===== src/rtl/hazard_pkg.sv =====
// Shared types and constants for the pipeline hazard/forwarding unit.
package hazard_pkg;

    typedef enum logic [1:0] {
        ST_RUN   = 2'd0,
        ST_LU    = 2'd1,
        ST_MWAIT = 2'd2
    } hz_state_e;

    localparam logic [1:0] FWD_RF  = 2'd0;
    localparam logic [1:0] FWD_EX  = 2'd1;
    localparam logic [1:0] FWD_MEM = 2'd2;
    localparam logic [1:0] FWD_WB  = 2'd3;

    localparam logic [4:0] REG_ZERO = 5'd0;

    // True when an ID source that is actually read names the given destination.
    function automatic logic src_hit(input logic use_src, input logic [4:0] src,
                                     input logic [4:0] dest);
        return use_src && (src == dest);
    endfunction

endpackage


===== src/rtl/hazard_forward_unit_if.sv =====
// Pipeline-side signal bundle of the hazard/forwarding unit.
interface hazard_forward_unit_if;
    logic [4:0]  id_ra, id_rb, id_rd;
    logic        id_use_a, id_use_b, id_use_d;
    logic [4:0]  ex_dest;
    logic        ex_rf_le, ex_load;
    logic [4:0]  mem_dest;
    logic        mem_rf_le;
    logic [4:0]  wb_dest;
    logic        wb_rf_le;
    logic        ex_br_taken, ex_br_nullify;
    logic        mem_wait;
    logic        pc_le, npc_le, if_id_le;
    logic        id_ex_le, ex_mem_le, mem_wb_le;
    logic        cmux_sel, if_id_clr;
    logic [1:0]  fwd_a, fwd_b, fwd_d;
    logic [15:0] stall_cnt;

    modport slave (
        input  id_ra, id_rb, id_rd, id_use_a, id_use_b, id_use_d,
               ex_dest, ex_rf_le, ex_load, mem_dest, mem_rf_le,
               wb_dest, wb_rf_le, ex_br_taken, ex_br_nullify, mem_wait,
        output pc_le, npc_le, if_id_le, id_ex_le, ex_mem_le, mem_wb_le,
               cmux_sel, if_id_clr, fwd_a, fwd_b, fwd_d, stall_cnt
    );

    modport master (
        output id_ra, id_rb, id_rd, id_use_a, id_use_b, id_use_d,
               ex_dest, ex_rf_le, ex_load, mem_dest, mem_rf_le,
               wb_dest, wb_rf_le, ex_br_taken, ex_br_nullify, mem_wait,
        input  pc_le, npc_le, if_id_le, id_ex_le, ex_mem_le, mem_wb_le,
               cmux_sel, if_id_clr, fwd_a, fwd_b, fwd_d, stall_cnt
    );
endinterface


===== src/rtl/fwd_select.sv =====
// Operand source select for one ID operand: nearest in-flight producer wins.
module fwd_select
    import hazard_pkg::*;
(
    input  logic [4:0] src_i,
    input  logic [4:0] ex_dest_i,
    input  logic       ex_rf_le_i,
    input  logic       ex_load_i,
    input  logic [4:0] mem_dest_i,
    input  logic       mem_rf_le_i,
    input  logic [4:0] wb_dest_i,
    input  logic       wb_rf_le_i,
    output logic [1:0] sel_o
);

    always_comb begin
        sel_o = FWD_RF;
        if (src_i != REG_ZERO) begin
            // A load in EX has no data yet; the load-use stall covers that case.
            if (ex_rf_le_i && !ex_load_i && (ex_dest_i == src_i))
                sel_o = FWD_EX;
            else if (mem_rf_le_i && (mem_dest_i == src_i))
                sel_o = FWD_MEM;
            else if (wb_rf_le_i && (wb_dest_i == src_i))
                sel_o = FWD_WB;
        end
    end

endmodule


===== src/rtl/hazard_forward_unit.sv =====
// Pipeline hazard control: memory-wait freeze, branch flush, load-use stall,
// operand forwarding selects and a saturating stall-cycle counter.
module hazard_forward_unit
    import hazard_pkg::*;
(
    input  logic                  clk,
    input  logic                  reset,
    hazard_forward_unit_if.slave  hz
);

    hz_state_e   state_q, state_d;
    logic [15:0] cnt_q, cnt_d;
    logic        front_le, back_le, cmux, clr;
    logic        lu_hazard;
    logic [1:0]  sel_a, sel_b, sel_d;

    assign lu_hazard = hz.ex_load && hz.ex_rf_le && (hz.ex_dest != REG_ZERO) &&
                       (src_hit(hz.id_use_a, hz.id_ra, hz.ex_dest) ||
                        src_hit(hz.id_use_b, hz.id_rb, hz.ex_dest) ||
                        src_hit(hz.id_use_d, hz.id_rd, hz.ex_dest));

    always_comb begin
        front_le = 1'b1;
        back_le  = 1'b1;
        cmux     = 1'b0;
        clr      = 1'b0;
        state_d  = ST_RUN;
        if (!reset) begin
            front_le = 1'b0;
            back_le  = 1'b0;
            cmux     = 1'b1;
            clr      = 1'b1;
        end else if (hz.mem_wait) begin
            front_le = 1'b0;
            back_le  = 1'b0;
            state_d  = ST_MWAIT;
        end else if (hz.ex_br_taken) begin
            clr  = 1'b1;
            cmux = hz.ex_br_nullify;
        end else if (lu_hazard && (state_q != ST_LU)) begin
            // MWAIT exit re-evaluates the held inputs exactly like RUN.
            front_le = 1'b0;
            cmux     = 1'b1;
            state_d  = ST_LU;
        end
    end

    always_comb begin
        cnt_d = cnt_q;
        if (!front_le && (cnt_q != '1))
            cnt_d = cnt_q + 16'd1;
    end

    always_ff @(posedge clk) begin
        if (!reset) begin
            state_q <= ST_RUN;
            cnt_q   <= '0;
        end else begin
            state_q <= state_d;
            cnt_q   <= cnt_d;
        end
    end

    fwd_select u_fwd_a (
        .src_i       (hz.id_ra),
        .ex_dest_i   (hz.ex_dest),
        .ex_rf_le_i  (hz.ex_rf_le),
        .ex_load_i   (hz.ex_load),
        .mem_dest_i  (hz.mem_dest),
        .mem_rf_le_i (hz.mem_rf_le),
        .wb_dest_i   (hz.wb_dest),
        .wb_rf_le_i  (hz.wb_rf_le),
        .sel_o       (sel_a)
    );

    fwd_select u_fwd_b (
        .src_i       (hz.id_rb),
        .ex_dest_i   (hz.ex_dest),
        .ex_rf_le_i  (hz.ex_rf_le),
        .ex_load_i   (hz.ex_load),
        .mem_dest_i  (hz.mem_dest),
        .mem_rf_le_i (hz.mem_rf_le),
        .wb_dest_i   (hz.wb_dest),
        .wb_rf_le_i  (hz.wb_rf_le),
        .sel_o       (sel_b)
    );

    fwd_select u_fwd_d (
        .src_i       (hz.id_rd),
        .ex_dest_i   (hz.ex_dest),
        .ex_rf_le_i  (hz.ex_rf_le),
        .ex_load_i   (hz.ex_load),
        .mem_dest_i  (hz.mem_dest),
        .mem_rf_le_i (hz.mem_rf_le),
        .wb_dest_i   (hz.wb_dest),
        .wb_rf_le_i  (hz.wb_rf_le),
        .sel_o       (sel_d)
    );

    assign hz.pc_le     = front_le;
    assign hz.npc_le    = front_le;
    assign hz.if_id_le  = front_le;
    assign hz.id_ex_le  = back_le;
    assign hz.ex_mem_le = back_le;
    assign hz.mem_wb_le = back_le;
    assign hz.cmux_sel  = cmux;
    assign hz.if_id_clr = clr;
    assign hz.fwd_a     = reset ? sel_a : FWD_RF;
    assign hz.fwd_b     = reset ? sel_b : FWD_RF;
    assign hz.fwd_d     = reset ? sel_d : FWD_RF;
    assign hz.stall_cnt = cnt_q;

endmodule


===== src/flat_wrapper.sv =====
// flat-port wrapper written by rule: the top's interface ports become plain ports
module hazard_forward_unit_flat import hazard_pkg::*;
  (clk, reset, hz_id_ra, hz_id_rb, hz_id_rd, hz_id_use_a, hz_id_use_b, hz_id_use_d, hz_ex_dest, hz_ex_rf_le, hz_ex_load, hz_mem_dest, hz_mem_rf_le, hz_wb_dest, hz_wb_rf_le, hz_ex_br_taken, hz_ex_br_nullify, hz_mem_wait, hz_pc_le, hz_npc_le, hz_if_id_le, hz_id_ex_le, hz_ex_mem_le, hz_mem_wb_le, hz_cmux_sel, hz_if_id_clr, hz_fwd_a, hz_fwd_b, hz_fwd_d, hz_stall_cnt);
  hazard_forward_unit_if hz_i ();
  input  logic clk;
  input  logic reset;
  input wire logic [$bits(hz_i.id_ra)-1:0] hz_id_ra;
  input wire logic [$bits(hz_i.id_rb)-1:0] hz_id_rb;
  input wire logic [$bits(hz_i.id_rd)-1:0] hz_id_rd;
  input wire logic [$bits(hz_i.id_use_a)-1:0] hz_id_use_a;
  input wire logic [$bits(hz_i.id_use_b)-1:0] hz_id_use_b;
  input wire logic [$bits(hz_i.id_use_d)-1:0] hz_id_use_d;
  input wire logic [$bits(hz_i.ex_dest)-1:0] hz_ex_dest;
  input wire logic [$bits(hz_i.ex_rf_le)-1:0] hz_ex_rf_le;
  input wire logic [$bits(hz_i.ex_load)-1:0] hz_ex_load;
  input wire logic [$bits(hz_i.mem_dest)-1:0] hz_mem_dest;
  input wire logic [$bits(hz_i.mem_rf_le)-1:0] hz_mem_rf_le;
  input wire logic [$bits(hz_i.wb_dest)-1:0] hz_wb_dest;
  input wire logic [$bits(hz_i.wb_rf_le)-1:0] hz_wb_rf_le;
  input wire logic [$bits(hz_i.ex_br_taken)-1:0] hz_ex_br_taken;
  input wire logic [$bits(hz_i.ex_br_nullify)-1:0] hz_ex_br_nullify;
  input wire logic [$bits(hz_i.mem_wait)-1:0] hz_mem_wait;
  output wire logic [$bits(hz_i.pc_le)-1:0] hz_pc_le;
  output wire logic [$bits(hz_i.npc_le)-1:0] hz_npc_le;
  output wire logic [$bits(hz_i.if_id_le)-1:0] hz_if_id_le;
  output wire logic [$bits(hz_i.id_ex_le)-1:0] hz_id_ex_le;
  output wire logic [$bits(hz_i.ex_mem_le)-1:0] hz_ex_mem_le;
  output wire logic [$bits(hz_i.mem_wb_le)-1:0] hz_mem_wb_le;
  output wire logic [$bits(hz_i.cmux_sel)-1:0] hz_cmux_sel;
  output wire logic [$bits(hz_i.if_id_clr)-1:0] hz_if_id_clr;
  output wire logic [$bits(hz_i.fwd_a)-1:0] hz_fwd_a;
  output wire logic [$bits(hz_i.fwd_b)-1:0] hz_fwd_b;
  output wire logic [$bits(hz_i.fwd_d)-1:0] hz_fwd_d;
  output wire logic [$bits(hz_i.stall_cnt)-1:0] hz_stall_cnt;
  assign hz_i.id_ra = hz_id_ra;
  assign hz_i.id_rb = hz_id_rb;
  assign hz_i.id_rd = hz_id_rd;
  assign hz_i.id_use_a = hz_id_use_a;
  assign hz_i.id_use_b = hz_id_use_b;
  assign hz_i.id_use_d = hz_id_use_d;
  assign hz_i.ex_dest = hz_ex_dest;
  assign hz_i.ex_rf_le = hz_ex_rf_le;
  assign hz_i.ex_load = hz_ex_load;
  assign hz_i.mem_dest = hz_mem_dest;
  assign hz_i.mem_rf_le = hz_mem_rf_le;
  assign hz_i.wb_dest = hz_wb_dest;
  assign hz_i.wb_rf_le = hz_wb_rf_le;
  assign hz_i.ex_br_taken = hz_ex_br_taken;
  assign hz_i.ex_br_nullify = hz_ex_br_nullify;
  assign hz_i.mem_wait = hz_mem_wait;
  assign hz_pc_le = hz_i.pc_le;
  assign hz_npc_le = hz_i.npc_le;
  assign hz_if_id_le = hz_i.if_id_le;
  assign hz_id_ex_le = hz_i.id_ex_le;
  assign hz_ex_mem_le = hz_i.ex_mem_le;
  assign hz_mem_wb_le = hz_i.mem_wb_le;
  assign hz_cmux_sel = hz_i.cmux_sel;
  assign hz_if_id_clr = hz_i.if_id_clr;
  assign hz_fwd_a = hz_i.fwd_a;
  assign hz_fwd_b = hz_i.fwd_b;
  assign hz_fwd_d = hz_i.fwd_d;
  assign hz_stall_cnt = hz_i.stall_cnt;
  hazard_forward_unit u_core (.clk(clk), .reset(reset), .hz(hz_i));
endmodule

===== config.mk =====
export PLATFORM = sky130hd
export DESIGN_NAME = hazard_forward_unit_flat
export DESIGN_NICKNAME = d
export VERILOG_FILES = /design/src/rtl/hazard_pkg.sv /design/src/rtl/hazard_forward_unit_if.sv /design/src/rtl/fwd_select.sv /design/src/rtl/hazard_forward_unit.sv /design/src/flat_wrapper.sv
export SDC_FILE = /design/constraint.sdc
export NUM_CORES = 1
export LEC_CHECK = 0
export ABC_AREA = 1
export BUFFER_PORTS_ARGS = -buffer_cell sky130_fd_sc_hd__buf_4
export CORE_MARGIN = 2
export CORE_UTILIZATION = 44
export DETAILED_ROUTE_END_ITERATION = 12
export HOLD_SLACK_MARGIN = 0.1
export PLACE_DENSITY = 0.74
export SKIP_CTS_REPAIR_TIMING = 1
export SYNTH_ARGS = -nofsm -noshare
export SYNTH_HDL_FRONTEND = slang
export SYNTH_SLANG_ARGS = --single-unit

===== constraint.sdc =====
create_clock -name clk -period 1.81 [get_ports clk]
set_input_delay 0.2715 -clock clk [delete_from_list [all_inputs] [get_ports clk]]
set_output_delay 0.2715 -clock clk [all_outputs]
set_load 0.1 [all_outputs]

After elaboration in Yosys (flattened, before gate mapping)
Cells that the tools add are included.
{"block": "op_classes", "muxes": 31, "bitwise_logic": 1, "n_addsub": 1, "n_eq_ne": 14, "n_reduce_logical": 27}
{"op": "== test 5 bit", "n": 12}
{"op": "2-to-1 mux 2 bit", "n": 17}
{"op": "nonzero test 5 bit", "n": 4}
{"op": "logical AND 1 bit", "n": 18}
{"op": "adder 16 x 1 -> 16 bit (second input constant)", "n": 1}
{"op": "inequality test 16 bit (second input constant)", "n": 1}
{"op": "2-to-1 mux 1 bit", "n": 14}
{"op": "OR reduction 3 bit", "n": 1}
{"op": "logical NOT 1 bit", "n": 2}
{"op": "logical OR 1 bit", "n": 2}
{"op": "inequality test 2 x 1 -> 1 bit (second input constant)", "n": 1}
{"op": "inverter 1 bit", "n": 1}
{"block": "totals", "wordCells": 77, "in_bits": 42, "register_bits": 18}

Longest topological paths before layout
{"block": "depth", "depth_word": 12, "ltp_mapped": 12, "ltp_nobuf": 12}

Cells and area by module
A second synthesis with hierarchy kept.
{"block": "unflattened", "hier_cells": 456, "hier_area_um2": 2383.5}
{"mod": "hazard_forward_unit", "cells_per_inst": 240, "n_inst": 1, "area_per_inst_um2": 1452.6}
{"mod": "fwd_select", "cells_per_inst": 72, "n_inst": 3, "area_per_inst_um2": 310.3}

Worst setup path after synthesis
Ideal clock, no wire load.
{"block": "synth_path", "path_type": "input -> output", "start": "input port reset", "end": "output port hz_npc_le", "cell_stages": 7, "slack_ps": -2010, "arrival_time_ps": 3548, "required_ps": 1539, "n_path_buf": 3, "cell_sequence": "buf_2 > clkinv_1 > nor2_1 > nand2_4 > buf_2 > inv_1 > buf_4"}
{"block": "synth_via", "elab_chain_len": 1}
{"element": "start, declared", "line_no": "flat_wrapper.sv:6", "rtl": "input logic reset;"}
{"element": "2-to-1 mux 1 bit", "line_no": "hazard_forward_unit.sv:28", "rtl": "if (!reset) begin"}
{"element": "end, declared", "line_no": "flat_wrapper.sv:24", "rtl": "output wire logic [$bits(hz_i.npc_le)-1:0] hz_npc_le;"}
Every way passes these cells.

Worst setup path in the final report
{"block": "layout_path", "start": "input port hz_wb_dest[0]", "end": "output port hz_fwd_a[1]"}
{"block": "layout_via", "elab_chain_len": 7}
{"element": "start, declared", "line_no": "flat_wrapper.sv:18", "rtl": "input wire logic [$bits(hz_i.wb_dest)-1:0] hz_wb_dest;"}
{"element": "== test 5 bit", "line_no": "fwd_select.sv:24", "rtl": "else if (wb_rf_le_i && (wb_dest_i == src_i))"}
{"element": "logical AND 1 bit", "line_no": "fwd_select.sv:24"}
{"element": "2-to-1 mux 2 bit", "line_no": "fwd_select.sv:24"}
{"element": "2-to-1 mux 2 bit", "line_no": "fwd_select.sv:22", "rtl": "else if (mem_rf_le_i && (mem_dest_i == src_i))"}
{"element": "2-to-1 mux 2 bit", "line_no": "fwd_select.sv:20", "rtl": "if (ex_rf_le_i && !ex_load_i && (ex_dest_i == src_i))"}
{"element": "2-to-1 mux 2 bit", "line_no": "fwd_select.sv:18", "rtl": "if (src_i != REG_ZERO) begin"}
{"element": "2-to-1 mux 2 bit", "line_no": "hazard_forward_unit.sv:108", "rtl": "assign hz.fwd_a = reset ? sel_a : FWD_RF;"}
{"element": "end, declared", "line_no": "flat_wrapper.sv:31", "rtl": "output wire logic [$bits(hz_i.fwd_a)-1:0] hz_fwd_a;"}
Every way passes these cells.

==> flow_metrics.env <==
export IMPL_synth_seq_cells=18
export IMPL_dieWidth_um=67.99
export IMPL_vdd_drop_max_uv=420.8
export IMPL_start_util_pct=45.37
export IMPL_fin_setup_tns_ps=-111.1
export IMPL_fmax_ghz=0.5456
export IMPL_layout_setup_ws_ps=-22.93
export IMPL_grt_use_total_pct=25.33
export IMPL_final_util_pct=79.14
export IMPL_status="finished with violations"
export IMPL_clock_latency_ps=260
export IMPL_worstPathRequired_ps=1540
export IMPL_end_kind="output port"
export IMPL_maxCapViolations=0
export IMPL_arrival_ps=1560
export IMPL_wl_um=6485
export IMPL_port_buffers=71
export IMPL_worstPathCellList="buf_8 -> nand2_2 -> o21ai_1 -> nor2_1 -> o211ai_1 -> nor4_2 -> nand2b_1 -> nand2_2 -> nor2_4 -> buf_12"
export IMPL_worst_pin_slew_ps=336.4
export IMPL_synth_main_ff_cell="dfxtp_1"
export IMPL_synth_most_common_cell="nand2_1"
export IMPL_syn_nets=334
export IMPL_syn_area_um2=1802
export IMPL_slowest_stage="nor4_2"
export IMPL_slew_headroom_pct=77.41
export IMPL_drv_slew=0
export IMPL_grt_pass1_vias=1971
export IMPL_whs_path_depth=2
export IMPL_fin_crit_sh_pct=101.3
export IMPL_finalNetCount=434
export IMPL_fp_coreArea_um2=3971
export IMPL_drc=0
export IMPL_hold_class="in2reg"
export IMPL_max_stage_delay_ps=290
export IMPL_yosysSeqAreaShare_pct=20.00
export IMPL_cp_start_kind="input pin"
export IMPL_clk_pin_slew_worst_paths_ps=70
export IMPL_rows=23
export IMPL_synth_cell_types=34
export IMPL_num_vias=2333
export IMPL_dieArea_um2=4623
export IMPL_violations="setup timing"
export IMPL_synth_edff_count=0
export IMPL_muxShareOfSynthArea_pct=0
export IMPL_insertedDiodeCount=0
export IMPL_p_leak_nw=1.504
export IMPL_async_flop_share_pct=0
export IMPL_synth_area_top_cells="dfxtp_1 20%, nand2_1 14%, xor2_1 10%, inv_1 7.9%, a21oi_1 7.8%"
export IMPL_synth_top_family_by_area="simple AND/OR/NAND/NOR gates"
export IMPL_cts_buffer_depth=2
export IMPL_first_iter_violations=168
export IMPL_cpMostUsedCell="nand2_2"
export IMPL_finalCriticalPeriod_ps=1833
export IMPL_io_pins=72
export IMPL_synth_xor_area_share_pct=13.13
export IMPL_tritoncts="yes"
export IMPL_synthTopCellsByCount="67 x nand2_1, 38 x inv_1, 28 x a21oi_1"
export IMPL_routedWlPerCell_um=14.74
export IMPL_rsz0062_at_grt="true"
export IMPL_drive_gt1_share_pct=48.46
export IMPL_firstDrtPassIters=4
export IMPL_yosys_area_share_simple_pct=38.47
export IMPL_final_setup_viol_count=10
export IMPL_fin_skew_ps=3.940
export IMPL_area_delta_synth_final_pct=74.44
export IMPL_grt_start_max_net_pins=19
export IMPL_netlist_instances=291
export IMPL_grt_first_pass_wirelength_um=9025
export IMPL_cts_htree_levels=1
export IMPL_synth_warnings=0
export IMPL_worst_path_max_fanout=5
export IMPL_hold_viol_final=0
export IMPL_syn_area_per_cell_um2=6.192
export IMPL_cts_sinks=18
export IMPL_postRouteAntennaNets=0
export IMPL_synth_top_cell_area_share_pct=20.00
export IMPL_via_per_inst=5.302
export IMPL_antenna_found_initial=0
export IMPL_crit_type="in2out"
export IMPL_synth_compound_area_share_pct=15.69
export IMPL_synth_fa_ha_area_share_pct=0.6944
export IMPL_overflow=0
export IMPL_cts_root_buf="clkbuf_8"
export IMPL_detailed_place_hpwl_um=4680
export IMPL_yosysTopAreaCell="dfxtp_1"
export IMPL_powerDensity_nw_per_um2=412.2
export IMPL_cts_made_buffers=3
export IMPL_die_h_um=67.99
export IMPL_gp_congestion=0.9928
export IMPL_rr_worst_depth=9
-- per-stage QoR --
step	instance area, um2	setup slack [ps]	total power [mW]	std cells	hold WS (ps)
2_1_floorplan	2001	-412.0	0.7361	291	348.3
5_1_grt	3143	-159.2	1.356	440	219.2
3_5_place_dp	2651	-128.3	0.9202	424	475.3
3_3_place_gp	2651	-132.1	0.9154	424	466.2
6_report	3143	-22.93	1.296	440	218.9
4_1_cts	2696	-141.1	1.209	428	216.8
-- cell type report --
cell class              instances  area [um2]
fillers                       305       828.3
multi-input cells             223        1519
clock inverters                 1       3.754
well taps                      50       62.56
clock buffers                   3       41.29
flip-flops and latches         18       397.9
repair buffers                103       937.1
inverters                      42       181.4
-- report_power, final --
part	internal (mW)	leakage (nW)	switching, mW	total (mW)
registers	0.395	0.155	0.00867	0.403
clock network	0.151	0.0231	0.141	0.292
logic	0.232	1.33	0.368	0.600
total	0.778	1.50	0.517	1.30
-- cell families (layout without fill, tap and decap cells) --
family          count (synthesis)  in the layout
flops                          18             18
fa+ha+maj                       1              1
compound gates                 49             49
xor+xnor                       27             27
buf+inv                        51            149
simple gates                  145            146
-- cell usage in the layout, fill, tap and decap left out, types with 9 or more instances in the layout --
master and instances:
a21oi_1 15, a21oi_2 10, buf_4 82, buf_6 9
inv_1 31, nand2_1 55, nand2_4 10, nand3_1 17
nand4_1 11, nor2_1 14, o22ai_1 10, xor2_1 21
-- routing by layer --
metal / up-vias / track usage, % / wire, um
met2: 78 / 42.35 / 3194
met5: - / 0 / 0
met4: 0 / 3.500 / 67
li1: 1167 / - / -
met1: 1078 / 35.35 / 2789
met3: 10 / 3.289 / 434
-- flip-flops by register name (all words and copies together), names as in the netlist --
register / count
u_core.state_q: 2
u_core.hz.stall_cnt: 16
-- critical path: cells and delay by family --
kind	cells	cell delay (ps)
AOI/OAI and AO/OA	2	170
buffers and inverters	2	280
and+or+nand+nor	6	830
-- worst paths after layout --
| path | startpoint | endpoint | slack [ps] |
|---|---|---|---|
| setup reg to reg | u_core.hz.stall_cnt[0]$_SDFFE_PN0P_ | u_core.hz.stall_cnt[4]$_SDFFE_PN0P_ | -20 |
| setup / recovery | hz_wb_dest[0] | hz_fwd_a[1] | -20 |
| hold reg to reg | u_core.hz.stall_cnt[11]$_SDFFE_PN0P_ | u_core.hz.stall_cnt[11]$_SDFFE_PN0P_ | 480 |
| hold / removal | hz_mem_wait | u_core.state_q[0]$_SDFF_PP0_ | 220 |
No activity file was read; power rests on OpenSTA's default activity.
